File: config.mk
export PLATFORM = sky130hd
export DESIGN_NAME = tile_binarize_sequencer
export DESIGN_NICKNAME = d
export VERILOG_FILES = /design/src/rtl/tile_binarize_sequencer.sv
export SDC_FILE = /design/constraint.sdc
export NUM_CORES = 1
export LEC_CHECK = 0
export BUFFER_PORTS_ARGS = -buffer_cell sky130_fd_sc_hd__buf_2
export CORE_MARGIN = 10
export CORE_UTILIZATION = 60
export DETAILED_ROUTE_END_ITERATION = 8
export PLACE_DENSITY = 0.77
export SYNTH_ARGS = -nofsm -noshare
export SYNTH_HDL_FRONTEND = slang
export SYNTH_SLANG_ARGS = --single-unit
File: constraint.sdc
create_clock -name clk -period 3.4 [get_ports clk]
set_input_delay 0.68 -clock clk [delete_from_list [all_inputs] [get_ports clk]]
set_output_delay 0.68 -clock clk [all_outputs]
set_load 0.005 [all_outputs]
File: src/rtl/tile_binarize_sequencer.sv
// Tile-mean binarizer: buffers one tile of pixels, then emits one bit per pixel (pixel > tile mean).
// Optional build macro TILE_MEAN_OUT_EN adds the out_mean port carrying the current tile mean.
//
// state | meaning
// IDLE  | waiting for start; outputs quiet
// LOAD  | accepting TILE_PIXELS pixels into the buffer and summing them
// MEAN  | one cycle: latch mean, prime the first output bit
// EMIT  | replaying buffered pixels as thresholded bits
module tile_binarize_sequencer #(
    parameter int TILE_LOG2       = 4,
    parameter int TILES_PER_FRAME = 36
) (
    input  logic       clk,
    input  logic       rst_n,
    input  logic       start,
    input  logic [7:0] in_pixel,
    input  logic       in_valid,
    output logic       in_ready,
    output logic       out_bit,
    output logic       out_valid,
    input  logic       out_ready,
    output logic       out_last,
    output logic [7:0] tile_idx,
    output logic       busy,
`ifdef TILE_MEAN_OUT_EN
    output logic [7:0] out_mean,
`endif
    output logic       frame_done
);

    localparam int                   TILE_PIXELS = 2 ** TILE_LOG2;
    localparam logic [TILE_LOG2-1:0] PTR_LAST    = {TILE_LOG2{1'b1}};
    localparam logic [7:0]           TILE_LAST   = 8'(TILES_PER_FRAME - 1);

    typedef enum logic [1:0] {IDLE, LOAD, MEAN, EMIT} state_t;

    state_t               state;
    logic [7:0]           pix_buf [TILE_PIXELS];
    logic [TILE_LOG2-1:0] wr_ptr;
    logic [TILE_LOG2-1:0] rd_ptr;
    logic [TILE_LOG2-1:0] rd_next;
    logic [7+TILE_LOG2:0] sum;
    logic [7:0]           mean;
    logic [7:0]           mean_calc;
    logic                 in_xfer;
    logic                 out_xfer;

    assign in_xfer   = in_valid && in_ready;
    assign out_xfer  = out_valid && out_ready;
    assign mean_calc = sum[TILE_LOG2 +: 8];
    assign rd_next   = rd_ptr + TILE_LOG2'(1);

`ifdef TILE_MEAN_OUT_EN
    assign out_mean = mean;
`endif

    // Pixel storage needs no reset; it is always fully rewritten before being read.
    always_ff @(posedge clk) begin
        if (in_xfer) begin
            pix_buf[wr_ptr] <= in_pixel;
        end
    end

    always_ff @(posedge clk or negedge rst_n) begin
        if (!rst_n) begin
            state      <= IDLE;
            in_ready   <= 1'b0;
            out_bit    <= 1'b0;
            out_valid  <= 1'b0;
            out_last   <= 1'b0;
            busy       <= 1'b0;
            frame_done <= 1'b0;
            tile_idx   <= '0;
            sum        <= '0;
            mean       <= '0;
            wr_ptr     <= '0;
            rd_ptr     <= '0;
        end else begin
            frame_done <= 1'b0;
            case (state)
                IDLE: begin
                    // The done cycle itself does not count as an idle cycle for start.
                    if (start && !frame_done) begin
                        state    <= LOAD;
                        in_ready <= 1'b1;
                        busy     <= 1'b1;
                        tile_idx <= '0;
                        sum      <= '0;
                        wr_ptr   <= '0;
                    end
                end
                LOAD: begin
                    if (in_xfer) begin
                        sum    <= sum + (8 + TILE_LOG2)'(in_pixel);
                        wr_ptr <= wr_ptr + TILE_LOG2'(1);
                        if (wr_ptr == PTR_LAST) begin
                            state    <= MEAN;
                            in_ready <= 1'b0;
                        end
                    end
                end
                MEAN: begin
                    mean      <= mean_calc;
                    rd_ptr    <= '0;
                    out_valid <= 1'b1;
                    out_bit   <= pix_buf[0] > mean_calc;
                    out_last  <= 1'b0;
                    state     <= EMIT;
                end
                EMIT: begin
                    if (out_xfer) begin
                        if (out_last) begin
                            out_valid <= 1'b0;
                            out_bit   <= 1'b0;
                            out_last  <= 1'b0;
                            if (tile_idx == TILE_LAST) begin
                                frame_done <= 1'b1;
                                busy       <= 1'b0;
                                tile_idx   <= '0;
                                state      <= IDLE;
                            end else begin
                                tile_idx <= tile_idx + 8'd1;
                                sum      <= '0;
                                wr_ptr   <= '0;
                                in_ready <= 1'b1;
                                state    <= LOAD;
                            end
                        end else begin
                            rd_ptr   <= rd_next;
                            out_bit  <= pix_buf[rd_next] > mean;
                            out_last <= (rd_next == PTR_LAST);
                        end
                    end
                end
                default: state <= IDLE;
            endcase
        end
    end

endmodule

Word-level counts from Yosys, hierarchy flattened:

Memory sizes are Yosys's and may differ from the RTL's.
Cells that the tools add are included.

* register bits after elaboration: 44
* bits in writable memories: 128
* input port bits: 13
* output and inout port bits: 14
* word-level logic and storage cells: 102
* memories kept: 1

Memories
* pix_buf: words 16, width 8, read ports 2, clocked after memory_dff 0, wr ports 1, line 38 `logic [7:0] pix_buf [TILE_PIXELS];`

* add/subtract/negate cells: 4
* $lt $le $gt $ge: 2
* eq/ne operators: 14
* multiplexer cells: 53
* reductions and logical operators: 16

Operators by type and width (count)
* 12-bit 2-to-1 mux: 5
* 12-bit case mux with 3 select lines: 1
* 8-bit 2-to-1 mux: 4
* 4-bit 2-to-1 mux: 7
* 1-bit 2-to-1 mux: 22
* 8-bit greater-than comparator: 2
* 2-bit != test, second input constant: 8
* 8-bit case mux with 2 select lines: 1
* 12-bit by 8-bit adder with 12-bit output: 1
* 4-bit case mux with 3 select lines: 1
* 2-bit 2-to-1 mux: 5
* 5-bit AND reduction: 2
* 4-bit by 1-bit adder with 4-bit output, second input constant: 2
* 8-bit by 1-bit adder with 8-bit output, second input constant: 1
* 4-bit equality test, second input constant: 2
* 8-bit by 6-bit equality test with 1-bit output, second input constant: 1
* 1-bit case mux with 2 select lines: 4
* 2-bit case mux with 4 select lines: 1
* 4-bit case mux with 2 select lines: 1
* 7-bit AND reduction: 1
* 3-bit AND reduction: 2
* 6-bit AND reduction: 1
* 2-bit equality test, second input constant: 2
* 4-bit AND reduction: 1
* other kinds (8): 11

Logic depth before layout (Yosys ltp):

An unclocked memory read counts as a cell.

* depth in word-level cells: 6
* mapped depth: 15
* gate-level depth less buffers: 12

Least setup slack after synthesis:

OpenSTA, ideal clock, no wires.

* kind: reg2reg
* start point: register rd_ptr[0]
* end point: register out_bit
* arrival: 2.856 ns
* setup slack: 0.412 ns
* cell stages (with the launch flop): 15
* clock period less this slack: 2.988 ns
* cells stage by stage: dfrtp_1 -> buf_4 -> inv_1 -> ha_1 -> buf_2 -> clkbuf_1 -> mux4_2 -> a211oi_1 -> a21oi_1 -> ha_1 -> nor2b_1 -> o211ai_1 -> a21oi_1 -> o31ai_1 -> a31oi_1

* word-level cells in the longest chain between the ends: 6

RTL lines
* start: declaration: line 40 `logic [TILE_LOG2-1:0] rd_ptr;`
* start signal: assignment: line 129 `rd_ptr <= rd_next;`
* 4-bit by 1-bit adder with 4-bit output: line 51 `assign rd_next = rd_ptr + TILE_LOG2'(1);`
* memory 16 x 8 bit
* 8-bit greater-than comparator: line 130 `out_bit <= pix_buf[rd_next] > mean;`
* 1-bit 2-to-1 mux: line 112 `if (out_last) begin`
* 1-bit 2-to-1 mux: line 111 `if (out_xfer) begin`
* 1-bit case mux with 2 select lines: line 80 `case (state)`
* end signal: assignment: line 106 `out_bit <= pix_buf[0] > mean_calc;`
* end signal: assignment: line 130
* end: declaration: line 19 `output logic out_bit,`

No other way between the ends. The select of a mux whose other input is x is not followed.
A chain may end at the register's enable or synchronous reset.

Final worst setup path:

Ends and elaborated chain as after synthesis.

==> results.cfg <==
[run_status]
status = completed

[grt]
grt_max_degree = 45
grt-busiest-layer = met2
globalRouteMet2Util = 0.325
grt_usage = 0.196
use_met1 = 0.244
antenna_found_initial = 0
met3_usage = 0.0389
overflow = 0
grt_pass1_wl_um = 26900
grt_pass1_vias = 4812

[layout]
fin_nets = 630
fin_cells = 765
num-fill-cells = 846
num_antenna_cells = 0
multi_input_area_um2 = 2760
regArea_um2 = 4950
drive_above_1_share = 0.196
synthToLayoutAreaGrowth_pct = 12.0
finalInstanceArea_um2 = 8850

[floorplanning]
fp.dieW_um = 135
die_area_um2 = 18200
fp.dieH_um = 135
rows = 41
pin_count = 27
start_util = 0.618
coreArea_um2 = 12800

[drt]
post_drt_wl_per_cell_um = 22.4
routed_via_density = 6.22
drtIter0Drc = 324
vias = 4755
dr.pass1.iters = 5
ant_nets = 0
wirelength_um = 17100
drc = 0

[min_path]
hold_path.class = in -> async

[synth]
synth_edf_count = 128
synth_top_area_frac = 0.487
synth_area_leaders = edfxtp_1 49%, dfrtp_1 14%, mux4_2 9.1%
synth_top_family_by_area = multiplexers
yosys.area_share.xor_xnor = 0.0155
ys_seq_area_frac = 0.626
synth_async_sr_flop_share = 0.256
yosysWarnings = 0
ys_seq_elements = 172
synth_fa_ha_area_frac = 0.0596
synth_common_cells = 128 x edfxtp_1, 44 x dfrtp_1, 39 x nand2_1
ys.flop_type = edfxtp_1
syn_inst = 543
syn_avg_cell_area_um2 = 14.5
syn_area_um2 = 7900
synth_most_common_cell = edfxtp_1
synth.area.mux_share = 0.106
synth_compound_area_frac = 0.0725
synth-simple-area-share = 0.0939
ys_types = 58
synth_top_area_cell = edfxtp_1
syn_nets = 593

[timing]
worstMarginPinSlew_ps = 1030
max_freq_mhz = 314
whs_ps = 419
period_minus_slack_ps = 3190
setup_ws_ps = 212
grt_setup_unrepaired = no
finalClockSkew_ps = 10.8
hold_viol = 0
fin_crit_sh = 0.938
maxSlewViolCount = 0
setup-violations-final = 0
setup_tns_ps = 0
slew_headroom = 0.312

[placed_design]
port_buffers = 26
place_inst = 733
hpwl_um = 11300
placed_cell_area_um2 = 8280
gp_congestion = 0.809
pre_cts_ws_ps = 312

[power_and_ir_drop]
p_sw_mw = 0.863
irDropWorstVdd_v = 0.000411
p_leak_nw = 3.25
p_seq_frac = 0.541
intPower_mw = 3.31
pwr-share-comb = 0.015
swShare = 0.207
p_per_area_nw_per_um2 = 471
p_clk_frac = 0.443

[clock_tree]
clock_sinks = 172
cts_resized = 0
root_buffer = clkbuf_16
clock_latency_ps = 430
htree_levels = 4
cts_made_buffers = 17
post-cts-setup-buffer-count = 0
clockBufferDepth = 2
path_clk_slew_ps = 60
hold_buffers = 0
tritoncts = built

[setup_path]
cp_top_family = compound AO/OA/AOI/OAI gates
slowest_stage = dfrtp_2
path_buf_inv = 1
crit_fanout = 32
path_class = reg -> reg
cp.required_ps = 3700
cp.arrival_ps = 3480
startpoint_type = flip-flop
path_cells = ha_1 -> xor2_2 -> buf_12 -> mux4_2 -> mux2_2 -> a21oi_1 -> ha_1 -> nor2b_1 -> o211ai_1 -> a21oi_1 -> o31ai_2 -> a31oi_1
max_stage_delay_ps = 440
cp-end-kind = flip-flop

[job]
cap_violations = 0
-- registers in the layout, summed over array words and instances, names as in the netlist --
signal / flops
pix_buf: 128
sum: 12
mean: 8
tile_idx: 8
rd_ptr: 4
wr_ptr: 4
state: 2
busy: 1
frame_done: 1
in_ready: 1
out_bit: 1
out_last: 1
out_valid: 1
-- worst paths after layout --
path                            from  slack [ps]  cells after the start     endpoint
setup / recovery           rd_ptr[0]         210                     12      out_bit
hold / removal                 rst_n         420                      1  tile_idx[4]
setup reg to reg           rd_ptr[0]         210                     12      out_bit
hold reg to reg               sum[0]         480                      2       sum[0]
max in group asynchronous      rst_n        2280                      1    rd_ptr[0]
min in group clk              sum[0]         480                      2       sum[0]
-- per-layer routing --
layer,wire length [um],vias up,share of wire
met5,0,-,0
met4,533,0,0.031
met3,901,47,0.053
met2,8580,177,0.50
met1,7090,2383,0.41
li1,-,2148,-
-- metrics by stage --
step	util	power, mW
3_5_place_dp	0.648	2.37
4_1_cts	0.692	4.18
3_3_place_gp	0.648	2.36
2_1_floorplan	-	2.32
5_1_grt	0.693	4.27
6_report	0.693	4.17
-- cell families (layout without fill, tap and decap cells) --
family                   after synthesis  after routing
multiplexers                          43             43
flip-flops                           172            172
AO/OA/AOI/OAI                         89             89
AND/OR/NAND/NOR                      141            141
adder cells (fa/ha/maj)               37             37
buffers and inverters                 47             97
XOR/XNOR                              14             14
-- cells in the final DEF (no fill, tap or decap), drive strengths merged, types with 6 or more instances in the layout --
master,n
a211oi,9
ha,36
nor2,24
nand3,23
inv,29
dfrtp,44
nand4,10
edfxtp,128
xor2,7
o31ai,8
clkbuf,21
o21ai,23
a21oi,24
nand2,39
or4,6
nor2b,12
buf,40
mux2i,8
xnor2,7
mux4,32
-- final cells by class --
cell class                 count  area share
inverter                      25      0.0106
sequential                   172       0.559
tap                          172      0.0243
clock inverter                11      0.0124
multi-input combinational    324       0.312
clock buffer                  21      0.0509
timing repair buffer          40      0.0308
-- power groups by stage --
stage	logic, mW	clock network [mW]	registers [mW]
2_1_floorplan	0.0132	0	2.30
3_3_place_gp	0.0604	0	2.30
3_5_place_dp	0.0638	0	2.30
4_1_cts	0.0640	1.86	2.26
5_1_grt	0.0694	1.94	2.26
6_report	0.0628	1.85	2.26
Note: power is estimated with default switching activity, not from simulation.
